==> src/rtl/pc_sequencer.sv <==
// Fetch-side PC sequencer: resolves the next fetch address from EX-stage control,
// squashes the front of the pipe on redirects and sequences ecall/fence drain and ebreak halt.
//
// state | meaning
// RUN   | normal fetch; EX events evaluated when ex_valid=1
// DRAIN | ecall/fence serialisation, fetch suppressed for DRAIN_CYCLES
// HALT  | ebreak or misaligned target, pc frozen until resume
module pc_sequencer #(
    parameter logic [31:0] RESET_PC     = 32'h0000_0000,
    parameter int unsigned DRAIN_CYCLES = 3
) (
    input  logic        clk,
    input  logic        rst_n,
    input  logic        ex_valid,
    input  logic        ex_branch,
    input  logic        ex_jump,
    input  logic [1:0]  ex_srcPC,
    input  logic        ex_pcload,
    input  logic        ex_cond,
    input  logic [31:0] ex_pc,
    input  logic [31:0] ex_imm,
    input  logic [31:0] ex_alu_result,
    input  logic        stall,
    input  logic        resume,
    output logic [31:0] pc,
    output logic        if_valid,
    output logic        flush_ifid,
    output logic        flush_idex,
    output logic        halted,
    output logic        misalign
);

    typedef enum logic [1:0] {RUN, DRAIN, HALT} state_t;

    localparam logic [3:0] DRAIN_INIT = 4'(DRAIN_CYCLES);

    state_t      state_q, state_d;
    logic [31:0] pc_q, pc_d;
    logic        if_valid_q, if_valid_d;
    logic        halted_q, halted_d;
    logic        misalign_q, misalign_d;
    logic [3:0]  cnt_q, cnt_d;

    logic        ev;
    logic        taken;
    logic        serialise;
    logic        flush;
    logic [31:0] target;

    always_comb begin
        ev        = (state_q == RUN) && ex_valid;
        taken     = (ex_branch & ex_cond) | ex_jump;
        serialise = (ex_srcPC == 2'b11);
        target    = (ex_srcPC == 2'b10) ? (ex_alu_result & ~32'h1) : (ex_pc + ex_imm);
        flush     = ev && (ex_pcload || serialise || taken);

        state_d    = state_q;
        pc_d       = pc_q;
        if_valid_d = if_valid_q;
        halted_d   = halted_q;
        misalign_d = misalign_q;
        cnt_d      = cnt_q;

        case (state_q)
            RUN: begin
                if_valid_d = 1'b1;
                if (ev && ex_pcload) begin
                    pc_d       = ex_pc;
                    state_d    = HALT;
                    halted_d   = 1'b1;
                    if_valid_d = 1'b0;
                end else if (ev && serialise) begin
                    pc_d       = ex_pc + 32'd4;
                    cnt_d      = DRAIN_INIT;
                    state_d    = DRAIN;
                    if_valid_d = 1'b0;
                end else if (ev && taken) begin
                    if (target[1]) begin
                        pc_d       = ex_pc;
                        state_d    = HALT;
                        halted_d   = 1'b1;
                        misalign_d = 1'b1;
                        if_valid_d = 1'b0;
                    end else begin
                        pc_d = target;
                    end
                // the first cycle out of reset fetches RESET_PC itself
                end else if (!stall && if_valid_q) begin
                    pc_d = pc_q + 32'd4;
                end
            end
            DRAIN: begin
                if_valid_d = 1'b0;
                cnt_d      = cnt_q - 4'd1;
                if (cnt_q <= 4'd1) begin
                    cnt_d      = 4'd0;
                    state_d    = RUN;
                    if_valid_d = 1'b1;
                end
            end
            HALT: begin
                if_valid_d = 1'b0;
                if (resume) begin
                    pc_d       = pc_q + 32'd4;
                    state_d    = RUN;
                    halted_d   = 1'b0;
                    misalign_d = 1'b0;
                    if_valid_d = 1'b1;
                end
            end
            default: state_d = RUN;
        endcase
    end

    always_ff @(posedge clk or negedge rst_n) begin
        if (!rst_n) begin
            state_q    <= RUN;
            pc_q       <= RESET_PC;
            if_valid_q <= 1'b0;
            halted_q   <= 1'b0;
            misalign_q <= 1'b0;
            cnt_q      <= 4'd0;
        end else begin
            state_q    <= state_d;
            pc_q       <= pc_d;
            if_valid_q <= if_valid_d;
            halted_q   <= halted_d;
            misalign_q <= misalign_d;
            cnt_q      <= cnt_d;
        end
    end

    assign pc         = pc_q;
    assign if_valid   = if_valid_q;
    assign halted     = halted_q;
    assign misalign   = misalign_q;
    assign flush_ifid = flush;
    assign flush_idex = flush;

endmodule

==> config.mk <==
export PLATFORM = sky130hd
export DESIGN_NAME = pc_sequencer
export DESIGN_NICKNAME = d
export VERILOG_FILES = /design/src/rtl/pc_sequencer.sv
export SDC_FILE = /design/constraint.sdc
export NUM_CORES = 1
export LEC_CHECK = 0
export BUFFER_PORTS_ARGS = -buffer_cell sky130_fd_sc_hd__buf_2
export CORE_MARGIN = 2
export CORE_UTILIZATION = 45
export DETAILED_ROUTE_END_ITERATION = 7
export PLACE_DENSITY = 0.69
export SYNTH_ARGS = -nofsm -noshare
export SYNTH_HDL_FRONTEND = slang
export SYNTH_SLANG_ARGS = --single-unit
==> constraint.sdc <==
create_clock -name clk -period 3.27 [get_ports clk]
set_clock_uncertainty 0.2 [all_clocks]
set_input_delay 0.327 -clock clk [delete_from_list [all_inputs] [get_ports clk]]
set_output_delay 0.327 -clock clk [all_outputs]
set_load 0.005 [all_outputs]
# == Yosys cells after proc, flatten, opt, wreduce, memory -nomap -nowiden ==
# Cells that the tools add are included.
# Widths: inputs -> output; s select.
# totals
regBits,41
in_bits,107
output_inout_bits,37
# classes
add_sub_neg,4
n_lt_le_gt_ge,1
eq_ne,17
n_mux,34
n_bitwise,2
reduce_logical,18
# ops
cell,count
$mux 32,7
$add 32x3->32 const B,2
$pmux 32 s2,1
$add 32x32->32,1
$mux 1,12
$mux 2,6
$mux 4,3
$ne 2x2->1 const B,5
$pmux 4 s2,1
$eq 2x2->1 const B,3
$logic_and 1x1->1,6
$pmux 2 s3,1
$reduce_and 3->1,2
$reduce_and 6->1,1
$ne 5x1->1 const B,1
$reduce_and 5->1,1
$le 4x1->1 const B,1
$ne 2x1->1 const B,2
$ne 4x1->1 const B,1
$ne 4x2->1 const B,1
$pmux 1 s2,2
$reduce_and 4->1,1
$reduce_bool 2->1,2
$sub 4x1->4 const B,1
other kinds (11),12

# == Depth between registers and ports, before layout ==
# logic_depth
word_depth,7
ltp_mapped,13
mapped_depth_nobuf,12

# == Worst setup path after synthesis ==
# Ideal clock, no wire load.
# synth_timing
kind,in2reg
start,input ex_pc[0]
end,"register pc_q[26], in the netlist pc[26]"
t_arrival_ns,2.502
required_ns,2.935
slack_ns,0.433
cell_stages,12
path_buffers,0
cell_sequence,ha_1 -> inv_1 -> fa_1 -> nor2b_1 -> o31ai_1 -> a21oi_1 -> o2111ai_1 -> a21oi_1 -> a2bb2oi_1 -> xor2_1 -> a221oi_1 -> o22ai_1
# synth_via
elab_chain_cells,7
# synth_lines
item,line,text
from (decl),20,"input logic [31:0] ex_pc,"
$add 32x32->32,54,target = (ex_srcPC == 2'b10) ? (ex_alu_result & ~32'h1) : (ex_pc + ex_imm);
$mux 32,54,
$mux 32,78,if (target[1]) begin
$mux 32,77,end else if (ev && taken) begin
$mux 32 (*),72,end else if (ev && serialise) begin
$mux 32 (*),67,if (ev && ex_pcload) begin
$pmux 32 s2 (*),64,case (state_q)
to (signal assigned),125,pc_q <= pc_d;
to (decl),38,"logic [31:0] pc_q, pc_d;"
# Every way passes the cells marked *; elsewhere a longest branch is shown, timed or not.
# A chain may end at the register's enable or synchronous reset.

# == Worst setup path in the final report ==
# layout_timing
start,register state_q[0]
end,"register pc_q[31], in the netlist pc[31]"
# layout_via
elab_chain_cells,7
# layout_lines
item,line,text
from (decl),37,"state_t state_q, state_d;"
from (signal assigned),124,state_q <= state_d;
$logic_not 2->1,"51, 64",
$logic_and 1x1->1,51,ev = (state_q == RUN) && ex_valid;
$logic_and 1x1->1,77,
$mux 32,77,
$mux 32,72,
$mux 32,67,
$pmux 32 s2,64,
# Parallel ways exist; a longest one is shown, timed or not.

==> flow_metrics.env <==
export IMPL_outcome="completed"
export IMPL_path_class="flip-flop to flip-flop"
export IMPL_fmax_ghz=0.3323
export IMPL_design_area_um2=7574
export IMPL_drive_above_1_share_pct=22.46
export IMPL_coreArea_um2=13300
export IMPL_async_flop_share_pct=100.0
export IMPL_drt_total_wl_um=23910
export IMPL_cts_inserted_buffers=5
export IMPL_finalHoldViolations=0
export IMPL_ys_types=69
export IMPL_irDropWorstVdd_v=0.0004323
export IMPL_worstSkewPairLatency_ns=0.29
export IMPL_critPathRequiredTime_ns=3.27
export IMPL_crit_family="simple AND/OR/NAND/NOR gates"
export IMPL_grt_max_degree=42
export IMPL_postRouteAntennaNets=0
export IMPL_p_leak_nw=3.330
export IMPL_syn_inst=893
export IMPL_ios=144
export IMPL_hpwlAfterDp_um=17960
export IMPL_die_w_um=120.8
export IMPL_r2r_start="state_q[0]"
export IMPL_grt_usage_pct=32.28
export IMPL_viasPerCell=6.435
export IMPL_fin_hold_ws_ns=0.02185
export IMPL_drcViolationCount=0
export IMPL_synth_seq_cells=41
export IMPL_setup_worst_path_start="state_q[0]"
export IMPL_cts_buffer_depth=2
export IMPL_nNetsFinal=1201
export IMPL_htreeDepth=2
export IMPL_dieArea_um2=14600
export IMPL_critPathMaxFanout=10
export IMPL_grt_pass1_wl_um=37760
export IMPL_timing_slew_headroom_pct=31.71
export IMPL_crit_top_cell="nand2_1"
export IMPL_vias=7922
export IMPL_cp_depth=8
export IMPL_syn_to_final_growth_pct=23.30
export IMPL_antenna_cells=0
export IMPL_yosys_warnings=0
export IMPL_post_drt_wl_per_cell_um=19.42
export IMPL_grt_pass1_vias=7129
export IMPL_drt_first_pass_iters=6
export IMPL_cts_tree="built"
export IMPL_hold_class="input port to asynchronous set/reset pin"
export IMPL_port_buffers=142
export IMPL_path_clk_slew_ns=0.06
export IMPL_floorplan_initialDensity_pct=46.20
export IMPL_setup_viol_count_final=0
export IMPL_die_h_um=120.8
export IMPL_final_cell_mix="142 x buf_2, 98 x nand2_1, 93 x a21oi_1, 76 x nor2_1, 70 x buf_4"
export IMPL_synth_top_flop_cell="dfrtp_1"
export IMPL_max_stage_delay_ns=0.60
export IMPL_ys_seq_area_share_pct=16.70
export IMPL_syn_area_per_cell_um2=6.878
export IMPL_ctsResizeCount=0
export IMPL_final_max_slew_viol_count=0
export IMPL_critPathBufInv=1
export IMPL_cts_hold_buf=0
export IMPL_endpoint_kind="flip-flop"
export IMPL_period_share_pct=92.02
export IMPL_antenna_found_initial=0
export IMPL_drtIter0Drc=1133
export IMPL_power_density_nw_per_um2=678.7
export IMPL_start_kind="flip-flop"
export IMPL_postCtsSetupRepairBufs=0
export IMPL_max_cap_violations=0
export IMPL_grt_ovfl_total=0
export IMPL_place_area_um2=7398
export IMPL_layout_commonest_cell="buf_2"
export IMPL_crit_slowest_cell="or4_1"
export IMPL_syn_area_um2=6142
export IMPL_worstPathCellList="inv_1 -> ha_1 -> nand2_1 -> or2_1 -> nor2_2 -> nand2_1 -> or4_1 -> o2111ai_1"
export IMPL_cts_num_sinks=41
export IMPL_clockRootBuffer="clkbuf_16"
export IMPL_period_minus_slack_ns=3.009
export IMPL_rsz0062_at_grt="false"
export IMPL_placementRows=42
export IMPL_routabilityCongestion=0.9444
export IMPL_rr_worst_depth=8
export IMPL_worstMarginPinSlew_ns=1.024
export IMPL_arrival_ns=3.01
export IMPL_synth_edf_count=0
export IMPL_synth_nets=1040
## synth_stat cells (4+ instances only)
library cell	count	share of area, %
nand4_1	17	1.7
a211o_1	5	0.71
a222oi_1	8	1.3
a221oi_1	14	2.0
nand3_1	43	3.5
nor2_1	78	4.8
a211oi_1	10	1.2
and4_1	5	0.71
a31oi_1	10	1.0
mux2i_1	5	0.81
o21ai_1	47	3.8
o221ai_1	7	1.0
ha_1	39	7.9
a311oi_1	6	0.86
nand2_1	98	6.0
o21ai_0	60	4.9
a221o_1	7	1.1
a21oi_1	94	7.7
o2111ai_1	6	0.86
xor2_1	19	2.7
o211ai_1	11	1.3
nand2b_1	10	1.0
inv_1	23	1.4
or3_1	4	0.41
a22oi_1	8	0.98
and3_1	13	1.3
o31ai_1	8	0.98
nor3_1	28	2.3
a21o_1	18	2.2
clkbuf_1	49	3.0
dfrtp_1	41	17
xnor2_1	27	3.9
buf_2	5	0.41
and2_1	5	0.51
nor2b_1	7	0.71
o21a_1	6	0.73
## state kept, by name, indices dropped and copies added (netlist names)
| signal | count |
|---|---|
| if_valid | 1 |
| cnt_q | 4 |
| misalign | 1 |
| state_q | 2 |
| halted | 1 |
| pc | 32 |
## per-layer routing
layer,up-vias,GRT usage [%],routed length [um]
li1,3691,-,-
met3,94,6.179,3084
met1,3571,45.49,9748
met2,566,49.02,10230
met5,-,0,0
met4,0,11.19,842
## metrics by stage
stage	setup TNS [ns]	std cells	worst slack (ns)	total power, mW	utilization [%]
finish	0	1231	0.2609	5.140	56.96
global route	0	1231	0.04288	5.514	56.96
CTS	0	1231	0.05845	5.031	56.83
detailed placement	-0.5380	1223	-0.2343	4.473	55.65
global placement	-0.4367	1223	-0.1545	4.440	55.65
floorplan	0	893	0.4325	3.289	-
## where the power goes
group          switching [mW]  internal (mW)  total (mW)
logic                    2.01           1.46        3.47
clock network           0.225          0.324       0.550
registers               0.356          0.763        1.12
## path summary, 6_finish.rpt
check	to	slack, ns
worst max-delay path	pc[31]	0.26
worst min-delay path	pc[2]	0.02
worst max register to register	pc[31]	0.26
worst min register to register	if_valid	0.30
max in group asynchronous	pc[28]	2.23
min in group clk	pc[23]	0.14
## logic make-up (layout without fill, tap and decap cells)
kind of cell / Yosys count / in the layout / synth area share (%)
AO/OA/AOI/OAI: 355 / 355 / 36.93
AND/OR/NAND/NOR: 322 / 322 / 25.12
buffers and inverters: 82 / 244 / 5.235
XOR/XNOR: 46 / 46 / 6.559
flip-flops: 41 / 41 / 16.70
adder cells (fa/ha/maj): 40 / 40 / 8.271
multiplexers: 7 / 7 / 1.182
## final cells by class
| type | count | area [um2] |
|---|---|---|
| fillers | 1306 | 5722 |
| multi-input cells | 770 | 4827 |
| repair buffers | 213 | 1256 |
| flip-flops and latches | 41 | 1026 |
| well taps | 176 | 220.2 |
| clock buffers | 7 | 152.6 |
| inverters | 23 | 86.33 |
| clock inverters | 1 | 5.005 |
Note: power is estimated with default switching activity, not from simulation.
